$ cat config.mk
export PLATFORM = sky130hd
export DESIGN_NAME = telemetry_tx_scheduler
export DESIGN_NICKNAME = d
export VERILOG_FILES = /design/src/rtl/telemetry_tx_scheduler.sv
export SDC_FILE = /design/constraint.sdc
export NUM_CORES = 1
export LEC_CHECK = 0
export ABC_AREA = 1
export ABC_CLOCK_PERIOD_IN_PS = 2700
export BUFFER_PORTS_ARGS = -buffer_cell sky130_fd_sc_hd__buf_4
export CAP_MARGIN = 20
export CORE_MARGIN = 3
export CORE_UTILIZATION = 40
export CTS_CLUSTER_DIAMETER = 200
export CTS_CLUSTER_SIZE = 25
export DETAILED_ROUTE_END_ITERATION = 8
export HOLD_SLACK_MARGIN = 0.06
export MAX_ROUTING_LAYER = met4
export PLACE_DENSITY_LB_ADDON = 0.3
export SETUP_SLACK_MARGIN = 0.15
export SYNTH_ARGS = -nofsm -noshare
export SYNTH_HDL_FRONTEND = slang
export SYNTH_SLANG_ARGS = --single-unit
$ cat constraint.sdc
create_clock -name c50m -period 2.7 [get_ports c50m]
set_input_delay 0.675 -clock c50m [delete_from_list [all_inputs] [get_ports c50m]]
set_output_delay 0.675 -clock c50m [all_outputs]
set_load 0.05 [all_outputs]
$ cat src/rtl/telemetry_tx_scheduler.sv
// Round-robin scheduler that frames four telemetry sources into 5-byte packets
// (SYNC, ID, DATA_HI, DATA_LO, CSUM) and feeds them byte by byte to one UART.
module telemetry_tx_scheduler #(
  parameter int unsigned PERIOD_CYCLES = 5000000,
  parameter logic [7:0]  SYNC_BYTE     = 8'hA5,
  parameter int unsigned BUSY_TIMEOUT  = 15
) (
  input  logic        c50m,
  input  logic        rst_n,
  input  logic        period_en,
  input  logic [3:0]  req,
  input  logic [63:0] src_data,
  output logic [3:0]  ack,
  output logic        transmit,
  output logic [7:0]  tx_byte,
  input  logic        tx_busy,
  output logic        busy,
  output logic [7:0]  frame_cnt
);

  localparam int CW = (PERIOD_CYCLES > 2) ? $clog2(PERIOD_CYCLES) : 1;

  typedef enum logic [1:0] {IDLE, SEND, WAIT_HI, WAIT_LO} state_e;

  state_e         state_q, state_d;
  logic [3:0]     pending_q, pending_d;
  logic [1:0]     ptr_q, ptr_d;
  logic [CW-1:0]  tickCnt_q, tickCnt_d;
  logic [15:0]    data_q, data_d;
  logic [1:0]     id_q, id_d;
  logic [2:0]     idx_q, idx_d;
  logic [7:0]     timer_q, timer_d;
  logic [7:0]     txByte_q, txByte_d;
  logic [7:0]     frames_q, frames_d;

  logic           tickFire;
  logic           grantValid;
  logic [1:0]     grantId;
  logic [1:0]     cand;
  logic [3:0]     grantMask;
  logic           sendPulse;
  logic           advance;
  logic [7:0]     curByte;

  // Periodic tick: the counter freezes whenever period_en is low.
  always_comb begin
    tickFire  = period_en && (tickCnt_q == CW'(PERIOD_CYCLES - 1));
    tickCnt_d = tickCnt_q;
    if (period_en) begin
      tickCnt_d = tickFire ? '0 : tickCnt_q + CW'(1);
    end
  end

  // Scan downward so the source closest above the pointer wins.
  always_comb begin
    grantValid = 1'b0;
    grantId    = ptr_q;
    cand       = ptr_q;
    for (int k = 3; k >= 0; k--) begin
      cand = ptr_q + 2'(k);
      if (pending_q[cand]) begin
        grantValid = 1'b1;
        grantId    = cand;
      end
    end
  end

  always_comb begin
    case (idx_q)
      3'd0:    curByte = SYNC_BYTE;
      3'd1:    curByte = {6'b0, id_q};
      3'd2:    curByte = data_q[15:8];
      3'd3:    curByte = data_q[7:0];
      default: curByte = {6'b0, id_q} + data_q[15:8] + data_q[7:0];
    endcase
  end

  always_comb begin
    state_d   = state_q;
    ptr_d     = ptr_q;
    data_d    = data_q;
    id_d      = id_q;
    idx_d     = idx_q;
    timer_d   = timer_q;
    txByte_d  = txByte_q;
    frames_d  = frames_q;
    grantMask = 4'b0;
    sendPulse = 1'b0;
    advance   = 1'b0;

    case (state_q)
      IDLE: begin
        if (grantValid) begin
          grantMask = 4'b0001 << grantId;
          data_d    = src_data[{grantId, 4'b0000} +: 16];
          id_d      = grantId;
          ptr_d     = grantId + 2'd1;
          idx_d     = 3'd0;
          state_d   = SEND;
        end
      end
      SEND: begin
        if (!tx_busy) begin
          sendPulse = 1'b1;
          txByte_d  = curByte;
          timer_d   = 8'd0;
          state_d   = WAIT_HI;
        end
      end
      WAIT_HI: begin
        // A UART that never signals busy still lets the packet finish.
        if (tx_busy) begin
          state_d = WAIT_LO;
        end else if (timer_q == 8'(BUSY_TIMEOUT)) begin
          advance = 1'b1;
        end else begin
          timer_d = timer_q + 8'd1;
        end
      end
      WAIT_LO: begin
        if (!tx_busy) begin
          advance = 1'b1;
        end
      end
      default: state_d = IDLE;
    endcase

    if (advance) begin
      if (idx_q == 3'd4) begin
        frames_d = frames_q + 8'd1;
        state_d  = IDLE;
      end else begin
        idx_d   = idx_q + 3'd1;
        state_d = SEND;
      end
    end

    // A new request or tick overrides a grant clear in the same cycle.
    pending_d = (pending_q & ~grantMask) | req | {4{tickFire}};
  end

  always_ff @(posedge c50m) begin
    if (!rst_n) begin
      state_q   <= IDLE;
      pending_q <= 4'b0;
      ptr_q     <= 2'd0;
      tickCnt_q <= '0;
      data_q    <= 16'd0;
      id_q      <= 2'd0;
      idx_q     <= 3'd0;
      timer_q   <= 8'd0;
      txByte_q  <= 8'd0;
      frames_q  <= 8'd0;
    end else begin
      state_q   <= state_d;
      pending_q <= pending_d;
      ptr_q     <= ptr_d;
      tickCnt_q <= tickCnt_d;
      data_q    <= data_d;
      id_q      <= id_d;
      idx_q     <= idx_d;
      timer_q   <= timer_d;
      txByte_q  <= txByte_d;
      frames_q  <= frames_d;
    end
  end

  assign ack       = rst_n ? grantMask : 4'b0;
  assign transmit  = rst_n & sendPulse;
  assign tx_byte   = transmit ? curByte : txByte_q;
  assign busy      = (state_q != IDLE);
  assign frame_cnt = frames_q;

endmodule
Word level (Yosys, flattened, before mapping)
Index checks and enable logic that the tools add are counted.

word-level totals
  register bits = 76
  input bits = 72
  output and inout bits = 22
  logic and storage cells = 99

cells by class
  add/subtract/negate cells = 10
  $lt $le $gt $ge = 4
  equal/unequal tests = 15
  shift operators = 2
  mux-type cells = 41
  bitwise gates (word level) = 6
  reductions and logical operators = 11

operators by type and width
  kind                   number
  $shiftx 64x7->16       1
  $mux 8                 4
  $pmux 8 s4             1
  $add 23x1->23 const B  1
  $eq 23x23->1 const B   1
  $mux 23                1
  $add 8x1->8 const B    2
  $mux 2                 8
  $pmux 8 s2             1
  $mux 1                 13
  $lt 2x3->1 const B     4
  $mux 3                 4
  $mux 4                 3
  $ne 3x3->1 const B     3
  $add 2x8->8            1
  $add 8x8->8            1
  $bmux 1 s2             4
  $eq 8x4->1 const B     1
  $or 4x4->4             2
  $reduce_and 4->1       2
  $eq 3x2->1 const B     2
  $ne 2x2->1 const B     3
  $pmux 2 s3             1
  $reduce_and 2->1       3
  18 further kinds       22

Logic depth before layout (Yosys ltp)
  word-level depth = 14
  depth in mapped cells = 16
  gate-level depth less buffers = 16

Worst setup path after synthesis
OpenSTA, ideal clock, no wires.

  path type = input to output
  start point = input port tx_busy
  end point = output port tx_byte[1]
  arrival time = 2.556 ns
  required time = 2.025 ns
  setup slack = -0.531 ns
  cell stages on the path = 5
  path buffers = 1
  cell sequence = nor2_2 inv_1 nor2_1 clkbuf_1 o21ai_0

between the ends
  cells in the longest elaborated chain, start to end = 4

RTL lines
  element             line  text
  start: declaration  16    input logic tx_busy,
  $mux 1              103   if (!tx_busy) begin
  $mux 1              91    case (state_q)
  $and 1x1->1         169   assign transmit = rst_n & sendPulse;
  via transmit        14    output logic transmit,
  $mux 8              170   assign tx_byte = transmit ? curByte : txByte_q;
  end: declaration    15    output logic [7:0] tx_byte,

The timed path passes the listed nets, and every way through them passes these cells.

Worst setup path in the final report
  start point = register id_q[1]
  end point = output port tx_byte[7]

between the ends
  cells in the longest elaborated chain, start to end = 4

RTL lines
  element                   line  text
  start: declaration        30    logic [1:0] id_q, id_d;
  start signal: assignment  160   id_q <= id_d;
  $add 2x8->8               74    default: curByte = {6'b0, id_q} + data_q[15:8] + data_q[7:0];
  $add 8x8->8               74
  $pmux 8 s4                69    case (idx_q)
  $mux 8                    170

Every way passes these cells.

==> flow_summary_export.csv <==
group,metric,value,unit
run_status,status,"finished with violations",
run_status,failed_checks,"setup timing",
timing,finalHoldViolations,0,
setup_path,cpMostUsedCell,"nand2_1",
layout,postLayoutCoreUtil,58.4,%
detailed_routing,vias_per_cell,5.27,
floorplan,initial_core_util,41.3,%
pwr,p_leak,0.00294,uW
timing,fin_ws,-808,ps
setup_path,start_kind,"register",
detailed_routing,num_vias,5181,
yosys,syn_avg_cell_area,6.91,um2
pwr,pwr-share-comb,65.7,%
pwr,internal-power,3900,uW
cts,cts_made_buffers,9,
cts,clockBufferDepth,2,
floorplan,chipWidth,115,um
setup_path,critPathSlowestCell,"fa_2",
placed_design,pre_cts_ws,-486,ps
yosys,ys_ff_latch,76,
setup_path,cp-end-kind,"output pin",
yosys,ys_types,44,
timing,min_period_over_period,130,%
timing,fin_crit,3510,ps
placed_design,gp_congestion,0.950,
setup_path,path_buf_inv,2,
layout,syn2layout_area_growth,41.4,%
timing,worst_pin_slew,564,ps
timing,clock_skew,5.65,ps
detailed_routing,wirelength,14100,um
layout,drive_gt1_share,33.1,%
cts,root_buffer,"clkbuf_16",
grt,grt_antenna_before_repair,0,
cts,path_clk_slew,60,ps
grt,grt_max_degree,37,
floorplan,die_h,115,um
layout,antenna_cells,0,
timing,rsz0062_at_grt,"true",
layout,final_area,6760,um2
detailed_routing,drtPass1Iterations,5,
pwr,seqPwrFrac,19.6,%
setup_path,cpPeakStageDelay,580,ps
setup_path,arrival,2830,ps
cts,cts_tree,"yes",
floorplan,rows,39,
timing,setup_viol,9,
floorplan,core,11600,um2
yosys,synth_enable_flop_cells,0,
pwr,p_sw_share,47.1,%
yosys,synth_ff_type,"dfxtp_1",
cts,clk_latency,330,ps
yosys,async_flop_share,0,%
yosys,ys_warn_count,0,
yosys,synth_area_leaders,"dfxtp_1, nand3_1, nand2_1",
timing,whs,463,ps
detailed_routing,drtIter0Drc,340,
detailed_routing,wire_per_inst,14.3,um
placed_design,dpl.hpwl,10000,um
setup_path,cp_max_fo,2,
setup_path,crit_family,"adder cells",
pwr,ir_drop,0.818,mV
timing,slew_viol_final,0,
timing,relSlewSlack,62.4,%
setup_path,crit_required,2030,ps
setup_path,crit_type,"reg2out",
pwr,clkPwrFrac,14.7,%
setup_path,path_cells,"fa_2 > ha_4 > inv_2 > fa_2 > nand3b_1 > nand2_1 > nand2_1 > nand2_1 > a21oi_2 > nand2_1 > nand2_1 > o211ai_1 > nand2_1 > nand2_4 > buf_8",
yosys,yosys.area.top_type,"dfxtp_1",
job,cap_violations,0,
yosys,syn-num-nets,790,
timing,fmax,285,MHz
cts,cts_max_level,3,
timing,fin_setup_tns,-3280,ps
yosys,syn-instance-count,691,
grt,grt_use_total,21.2,%
yosys,yosysSeqAreaShare,31.8,%
floorplan,dieArea,13300,um2
detailed_routing,drc,0,
worst_hold_path,hold_class,"reg2reg",
layout,final_nets,935,
placed_design,postPlaceCellArea,5820,um2
detailed_routing,final_antenna_net_count,0,
yosys,netlist_area,4780,um2
cts,ctsHoldBuffers,0,
grt,grt-ovfl-total,0,
grt,grt_pass1_wl,22200,um
pwr,powerDensity,1090,nW/um2
grt,grt_pass1_vias,4800,
yosys,synth.top_cell.area_share,31.8,%
placed_design,io_buffer_count,93,
cts,cts_sinks,76,
pwr,switching_power,3460,uW
floorplan,ios,94,
## per-layer routing
| metal | routed length (um) | track usage [%] | share of wire (%) | up-vias |
|---|---|---|---|---|
| met2 | 7080 | 35.3 | 50 | 136 |
| li1 | - | - | - | 2602 |
| met4 | 376 | 5.95 | 2.7 | 0 |
| met1 | 5940 | 26.1 | 42 | 2408 |
| met3 | 717 | 4.42 | 5.1 | 35 |
| met5 | 0 | - | 0 | - |
## sequential cells by signal, summed over array words and instances (netlist names), named ones only
name,flops
idx_q,2
pending_q,4
id_q,2
state_q,2
frame_cnt,8
data_q,16
timer_q,8
tickCnt_q,23
ptr_q,2
txByte_q,8
## final timing paths
| kind | start | to | slack [ps] | depth (start not counted) |
|---|---|---|---|---|
| worst max-delay path | id_q[1]$_SDFFE_PN0P_ | tx_byte[7] | -810 | 15 |
| worst min register to register | tickCnt_q[9]$_SDFFE_PN0P_ | tickCnt_q[10]$_SDFFE_PN0P_ | 460 | 1 |
| worst max register to register | id_q[1]$_SDFFE_PN0P_ | txByte_q[3]$_SDFFE_PN0P_ | 150 | 13 |
| worst min-delay path | tickCnt_q[9]$_SDFFE_PN0P_ | tickCnt_q[10]$_SDFFE_PN0P_ | 460 | 1 |
## cell families after synthesis
family	after synthesis	share of synthesized area, %
AOI/OAI and AO/OA	127	15.2
xor gates and xnor gates	12	2.20
adders and majority gates	27	7.54
buffers and inverters	108	9.82
DFF	76	31.8
and+or+nand+nor	341	33.3
## final cells by class
class                           count  area, um2
Fill cell                        1017       4810
Tap cell                          143        179
Clock inverter                      2       10.0
Sequential cell                    76       1540
Clock buffer                       14        254
Multi-Input combinational cell    507       3140
Inverter                           83        324
Timing Repair Buffer              159       1300
## per-stage QoR
step	total power, uW	cells
floorplan	4270	691
finish	7360	984
global route	7910	984
global placement	5090	939
CTS	6930	973
detailed placement	5160	939
## synth_stat cells (2+ instances only)
| master | count |
|---|---|
| a211oi_1 | 4 |
| a21oi_1 | 47 |
| a221oi_1 | 3 |
| a22o_1 | 2 |
| a31oi_1 | 4 |
| buf_1 | 3 |
| buf_2 | 6 |
| buf_4 | 5 |
| buf_6 | 5 |
| clkbuf_1 | 6 |
| dfxtp_1 | 76 |
| fa_1 | 3 |
| ha_1 | 24 |
| inv_1 | 75 |
| inv_2 | 8 |
| nand2_1 | 133 |
| nand2_2 | 4 |
| nand2_4 | 2 |
| nand2_8 | 2 |
| nand3_1 | 105 |
| nand3_2 | 3 |
| nand4_1 | 5 |
| nor2_1 | 53 |
| nor2_2 | 3 |
| nor3_1 | 19 |
| nor3_2 | 2 |
| nor3b_1 | 4 |
| o21a_1 | 2 |
| o21ai_0 | 47 |
| o21ai_1 | 5 |
| o21ai_2 | 2 |
| o31ai_1 | 6 |
| or2_2 | 2 |
| xnor2_1 | 5 |
| xor2_1 | 7 |
## power by group through the flow
stage | Combinational (uW) | Sequential (uW) | Clock [uW]
final | 4840 | 1440 | 1080
after CTS | 4390 | 1430 | 1100
after global routing | 5300 | 1460 | 1150
after detailed placement | 3710 | 1450 | 0
after global placement | 3650 | 1440 | 0
after floorplan | 2860 | 1410 | 0
## layout by cell type, fill, tap and decap left out, types with 17 or more instances in the layout
master / instances
nand2_1: 108
nor3_1: 18
inv_1: 68
nand3_1: 100
ha_1: 17
nand2_2: 23
buf_4: 135
buf_6: 20
nor2_1: 48
dfxtp_1: 69
a21oi_1: 43
o21ai_0: 38
## timing repair
action,4_1_cts,5_1_grt
setup endpoints to repair,12,14
pin swaps,27,21
gates resized for setup,89,35
buffers inserted,18,11
Power figures use the tool's default switching activity.
